[src/rtl/slice_assembler_pkg.sv]
// Shared types and elaboration-time helpers for the slice assembler and
// for the part-select consumers that read [LEFT:RIGHT] buses.
package slice_assembler_pkg;

    typedef enum logic {
        FILL = 1'b0,
        HOLD = 1'b1
    } state_t;

    // Number of bits needed to encode values 0 .. value-1.
    function automatic int clog2(input int value);
        int result;
        result = 0;
        for (int v = value - 1; v > 0; v = v >> 1) begin
            result++;
        end
        return result;
    endfunction

    // Lower numeric bound of a declared range, whatever its direction.
    function automatic int lo_of(input int l, input int r);
        return (l < r) ? l : r;
    endfunction

    // Upper numeric bound of a declared range, whatever its direction.
    function automatic int hi_of(input int l, input int r);
        return (l > r) ? l : r;
    endfunction

    // Bit width of a declared range, whatever its direction.
    function automatic int width_of(input int l, input int r);
        return (l > r) ? (l - r + 1) : (r - l + 1);
    endfunction

    // Width of a slice index that must hold 0 .. num-1 (never zero bits).
    function automatic int index_w(input int num);
        return (num > 1) ? clog2(num) : 1;
    endfunction

endpackage

[src/rtl/slice_assembler_counter.sv]
// Slice index counter: tracks which slice of the word is written next and
// flags the final slot. It saturates at NUM-1 and never wraps on its own.
module slice_counter
    import slice_assembler_pkg::*;
#(
    parameter int NUM = 4
) (
    input  logic                        clk,
    input  logic                        rst,
    input  logic                        inc,
    input  logic                        clr,
    output logic [index_w(NUM)-1:0]     k,
    output logic                        at_last
);

    localparam int KW = index_w(NUM);

    assign at_last = (k == KW'(NUM - 1));

    // Advance on each non-final slice; return to slot 0 on reset or clear.
    always_ff @(posedge clk) begin
        if (rst || clr) begin
            k <= '0;
        end else if (inc && !at_last) begin
            k <= k + KW'(1);
        end
    end

endmodule

[src/rtl/slice_assembler.sv]
// Collects SLICE_W-bit slices into a [LEFT:RIGHT] word, either filling
// upward from the low bound or downward from the high bound, then offers
// the finished word on a valid/ready handshake.
module slice_assembler
    import slice_assembler_pkg::*;
#(
    parameter int LEFT      = 0,
    parameter int RIGHT     = 15,
    parameter int SLICE_W   = 4,
    parameter bit MSB_FIRST = 1'b0
) (
    input  logic                                                clk,
    input  logic                                                rst,
    input  logic                                                in_valid,
    output logic                                                in_ready,
    input  logic [SLICE_W-1:0]                                  in_data,
    input  logic                                                in_last,
    output logic                                                out_valid,
    input  logic                                                out_ready,
    output logic [LEFT:RIGHT]                                   out_data,
    output logic [clog2(width_of(LEFT, RIGHT)/SLICE_W + 1)-1:0] out_count
);

    localparam int LO  = lo_of(LEFT, RIGHT);
    localparam int HI  = hi_of(LEFT, RIGHT);
    localparam int W   = width_of(LEFT, RIGHT);
    localparam int NUM = W / SLICE_W;
    localparam int CW  = clog2(NUM + 1);
    localparam int KW  = index_w(NUM);

    // A word that is not a whole number of slices cannot be assembled.
    generate
        if ((SLICE_W < 1) || ((W % SLICE_W) != 0)) begin : g_bad_width
            $error("slice_assembler: word width must be a positive multiple of SLICE_W");
        end
    endgenerate

    state_t              state;
    logic [KW-1:0]       k;
    logic                at_last;
    logic                accept;
    logic                handoff;
    logic [LEFT:RIGHT]   next_word;

    assign accept  = in_valid && in_ready;
    assign handoff = (state == HOLD) && out_ready;

    slice_counter #(
        .NUM (NUM)
    ) u_counter (
        .clk     (clk),
        .rst     (rst),
        .inc     (accept),
        .clr     (handoff),
        .k       (k),
        .at_last (at_last)
    );

    // Drop the incoming slice into the slot selected by k, leaving every
    // other slot untouched; positions follow the declared range of out_data.
    always_comb begin
        next_word = out_data;
        for (int i = 0; i < NUM; i++) begin
            if (k == KW'(i)) begin
                if (MSB_FIRST) begin
                    next_word[HI - i*SLICE_W -: SLICE_W] = in_data;
                end else begin
                    next_word[LO + i*SLICE_W +: SLICE_W] = in_data;
                end
            end
        end
    end

    // Fill/hold control with registered handshake outputs; in_ready depends
    // only on state, so out_ready never reaches it combinationally.
    always_ff @(posedge clk) begin
        if (rst) begin
            state     <= FILL;
            out_data  <= '0;
            out_count <= '0;
            out_valid <= 1'b0;
            in_ready  <= 1'b1;
        end else begin
            case (state)
                FILL: begin
                    if (accept) begin
                        out_data  <= next_word;
                        out_count <= CW'(k) + CW'(1);
                        if (at_last || in_last) begin
                            state     <= HOLD;
                            out_valid <= 1'b1;
                            in_ready  <= 1'b0;
                        end
                    end
                end
                HOLD: begin
                    if (out_ready) begin
                        state     <= FILL;
                        out_data  <= '0;
                        out_count <= '0;
                        out_valid <= 1'b0;
                        in_ready  <= 1'b1;
                    end
                end
                default: begin
                    state     <= FILL;
                    out_valid <= 1'b0;
                    in_ready  <= 1'b1;
                end
            endcase
        end
    end

endmodule
[config.mk]
export PLATFORM = sky130hd
export DESIGN_NAME = slice_assembler
export DESIGN_NICKNAME = d
export VERILOG_FILES = /design/src/rtl/slice_assembler_pkg.sv /design/src/rtl/slice_assembler_counter.sv /design/src/rtl/slice_assembler.sv
export SDC_FILE = /design/constraint.sdc
export NUM_CORES = 1
export LEC_CHECK = 0
export BUFFER_PORTS_ARGS = -buffer_cell sky130_fd_sc_hd__buf_4
export CAP_MARGIN = 20
export CORE_MARGIN = 4
export CORE_UTILIZATION = 50
export CTS_CLUSTER_DIAMETER = 60
export DETAILED_ROUTE_END_ITERATION = 6
export GPL_TIMING_DRIVEN = 0
export HOLD_SLACK_MARGIN = 0.12
export PLACE_DENSITY = 0.81
export SLEW_MARGIN = 40
export SYNTH_ARGS = -nofsm -noshare
export SYNTH_HDL_FRONTEND = slang
export SYNTH_SLANG_ARGS = --single-unit
[constraint.sdc]
create_clock -name clk -period 2.27 [get_ports clk]
set_clock_uncertainty 0.2 [all_clocks]
set_input_delay 0.1135 -clock clk [delete_from_list [all_inputs] [get_ports clk]]
set_output_delay 0.1135 -clock clk [all_outputs]
set_load 0.005 [all_outputs]
==> run metrics <==
Root Driver clkbuf_4; share of layout cells above drive strength 1 27.2%; worst-skew pair later-pin latency 0.32 ns; slew margin rel. 71.4%; crit path buf inv count 2; final WL 2980 um; RSZ-0062 raised after global routing no; CTS tree yes; Antenna Cells 0; reg2reg start u_counter.k[0]; Num Clock Sinks 24; Req. time, crit path 2.34 ns; distinct cell type count after synthesis 23; I/O pin total 30; placed cell area 1450 um^2; worst-case hold slack 0.288 ns; core area 2230 um^2; Die Span Y 56.8 um; GR Overflow Total 0; syn_nets 137; Yosys reg bits 24; # setup viols final 0; Critical Path End out_data[8]; Synth top area share 40.3%; Critical Path Fanout Max 4; die area 3230 um^2; FMAX 496 MHz; post-synthesis cell area 1190 um^2; final net count 183; Main synth FF type dfxtp_1; DP HPWL 2110 um; crit-path leading delay family buffers and inverters; Setup Fix Bufs, Post-CTS 0; top cell type by total area after synthesis dfxtp_1; status finished clean; first-pass GRT wire length 4960 um; instance count on the critical path 6; CP max-delay cell dlygate4sd3_1; max-slew violations 0; top post-synthesis cells by area dfxtp_1, nand3b_1, a31oi_1; Ys Warns 0; fin cells 197; total vias in the final route 1129; Core Rows 17; vias in the first global route 1113; DIE WIDTH 56.8 um; cells after synthesis 124; initial antenna violation count 0; Hold Vio Cnt, Final 0; setup TNS 0 ns; DP Cell Count 181; kind of critical path reg -> reg; hold crit path type reg -> reg; Tcrit/Tclk final 88.9%; max cap viols 0; P per Cell Area 569 nW/um^2; largest net degree at the start of global routing 14; reg2reg end out_data[8]; fin area 1600 um^2; peak supply drop 0.000513 V; startpoint types register; post-route ant nets 0; FILL cells 173; sequential fraction of the synthesis area 40.3%; critical path arrival 2.09 ns; hold_buf cts 12; gr usage total 19.1%; min Tclk post-route 2.02 ns; Initial DRC Count 19; cts bufs inserted 3; crit path from u_counter.k[0]; crit end category register; Vias/cell 5.73; ys async rst share 0%; Leak 0.643 nW; P&R area growth vs syn 34.3%; WHS Path Cells 2; Initial Util 53.4%; slowest stage delay, CP 0.56 ns; flop2flop setup slack 0.25 ns; DRC 0; Worst-Margin Slew 0.429 ns; post-CTS sizing 0; Worst-path clk slew 0.13 ns; routability cong. 0.760; Reg2Reg Depth 6; Post-synth EDFFs 0; htree depth 1; drt first pass iters 4; WL per Instance 15.1 um; port buffer count 29; clock tree buffer depth 2; crit-path cells inv_1, ha_1, and4b_4, nand2_1, a31oi_1, dlygate4sd3_1; Mean Syn Cell Area 9.62 um^2
power by group:
part	internal, mW	leakage [nW]	switching (mW)
clock network	0.0982	0.0210	0.128
registers	0.449	0.195	0.0218
logic	0.112	0.427	0.102
area by class of cell:
| class | instances | area (um^2) | area share [%] |
|---|---|---|---|
| Tap cell | 28 | 35.0 | 2.19 |
| Buffer | 6 | 46.3 | 2.89 |
| Multi-Input combinational cell | 91 | 654 | 40.9 |
| Timing Repair Buffer | 41 | 338 | 21.1 |
| Sequential cell | 24 | 480 | 30.0 |
| Clock buffer | 4 | 36.3 | 2.27 |
| Inverter | 3 | 11.3 | 0.703 |
cell usage after synthesis, drive strengths merged, types with 4 or more instances:
cell type  instances
o21ai              6
a31oi             12
nand3b            24
ha                 4
nand4b             4
dfxtp             24
nor2               5
buf                4
nand3              5
nand2             17
kinds of logic after synthesis:
group	count (synthesis)	share of synthesized area, %
buffers and inverters	9	4.83
AOI/OAI and AO/OA	25	13.2
and+or+nand+nor	60	35.9
adders and majority gates	4	4.20
muxes	1	0.839
xor gates and xnor gates	1	0.735
DFF	24	40.3
through the flow:
stage	setup slack [ns]	util [%]	total power, mW
after floorplan	0.886	-	0.602
after detailed placement	0.796	64.7	0.680
final	0.253	71.7	0.911
after CTS	0.260	71.7	0.917
after global placement	0.820	64.7	0.672
after global routing	0.173	71.7	0.954
per-layer routing:
layer | vias up | wire, um | share of wire, % | track usage (%)
met2 | 26 | 1510 | 51 | 34.8
met1 | 546 | 1290 | 43 | 22.1
li1 | 550 | - | - | -
met5 | - | 0 | 0 | 0
met4 | 0 | 61 | 2.0 | 7.62
met3 | 7 | 119 | 4.0 | 2.53
cell usage in the layout, fill, tap and decap left out:
master          n
buf_4          29
nand3b_1       24
dfxtp_1        24
nand2_1        17
a31oi_1        12
dlygate4sd3_1  12
o21ai_0         6
nand3_1         5
nor2_1          4
ha_1            4
inv_1           3
a32o_1          3
buf_6           3
and4b_4         3
nand4b_4        3
a21oi_1         3
clkbuf_4        3
clkbuf_1        2
and3b_2         1
a21o_1          1
nor2_2          1
xnor2_1         1
nand4b_1        1
buf_2           1
or2_2           1
mux2i_1         1
clkbuf_8        1
flip-flops by register name, indices dropped and copies added (netlist names):
signal and count:
out_data 16, in_ready 1, u_counter.k 2, out_valid 1, state 1, out_count 3
worst reg2reg max path: stages (launching register included):
cell           delay [ns]
dfxtp_1              0.35
inv_1                0.14
ha_1                 0.25
and4b_4              0.28
nand2_1              0.06
a31oi_1              0.14
dlygate4sd3_1        0.56
how the worst min path moves through the flow:
stage / start / end
final: out_data[5] / out_data[5]
after global routing: out_data[5] / out_data[5]
after CTS: out_data[5] / out_data[5]
after detailed placement: rst / out_data[8]
after global placement: rst / out_data[8]
after floorplan: rst / out_data[0]
Note: power is estimated with default switching activity, not from simulation.
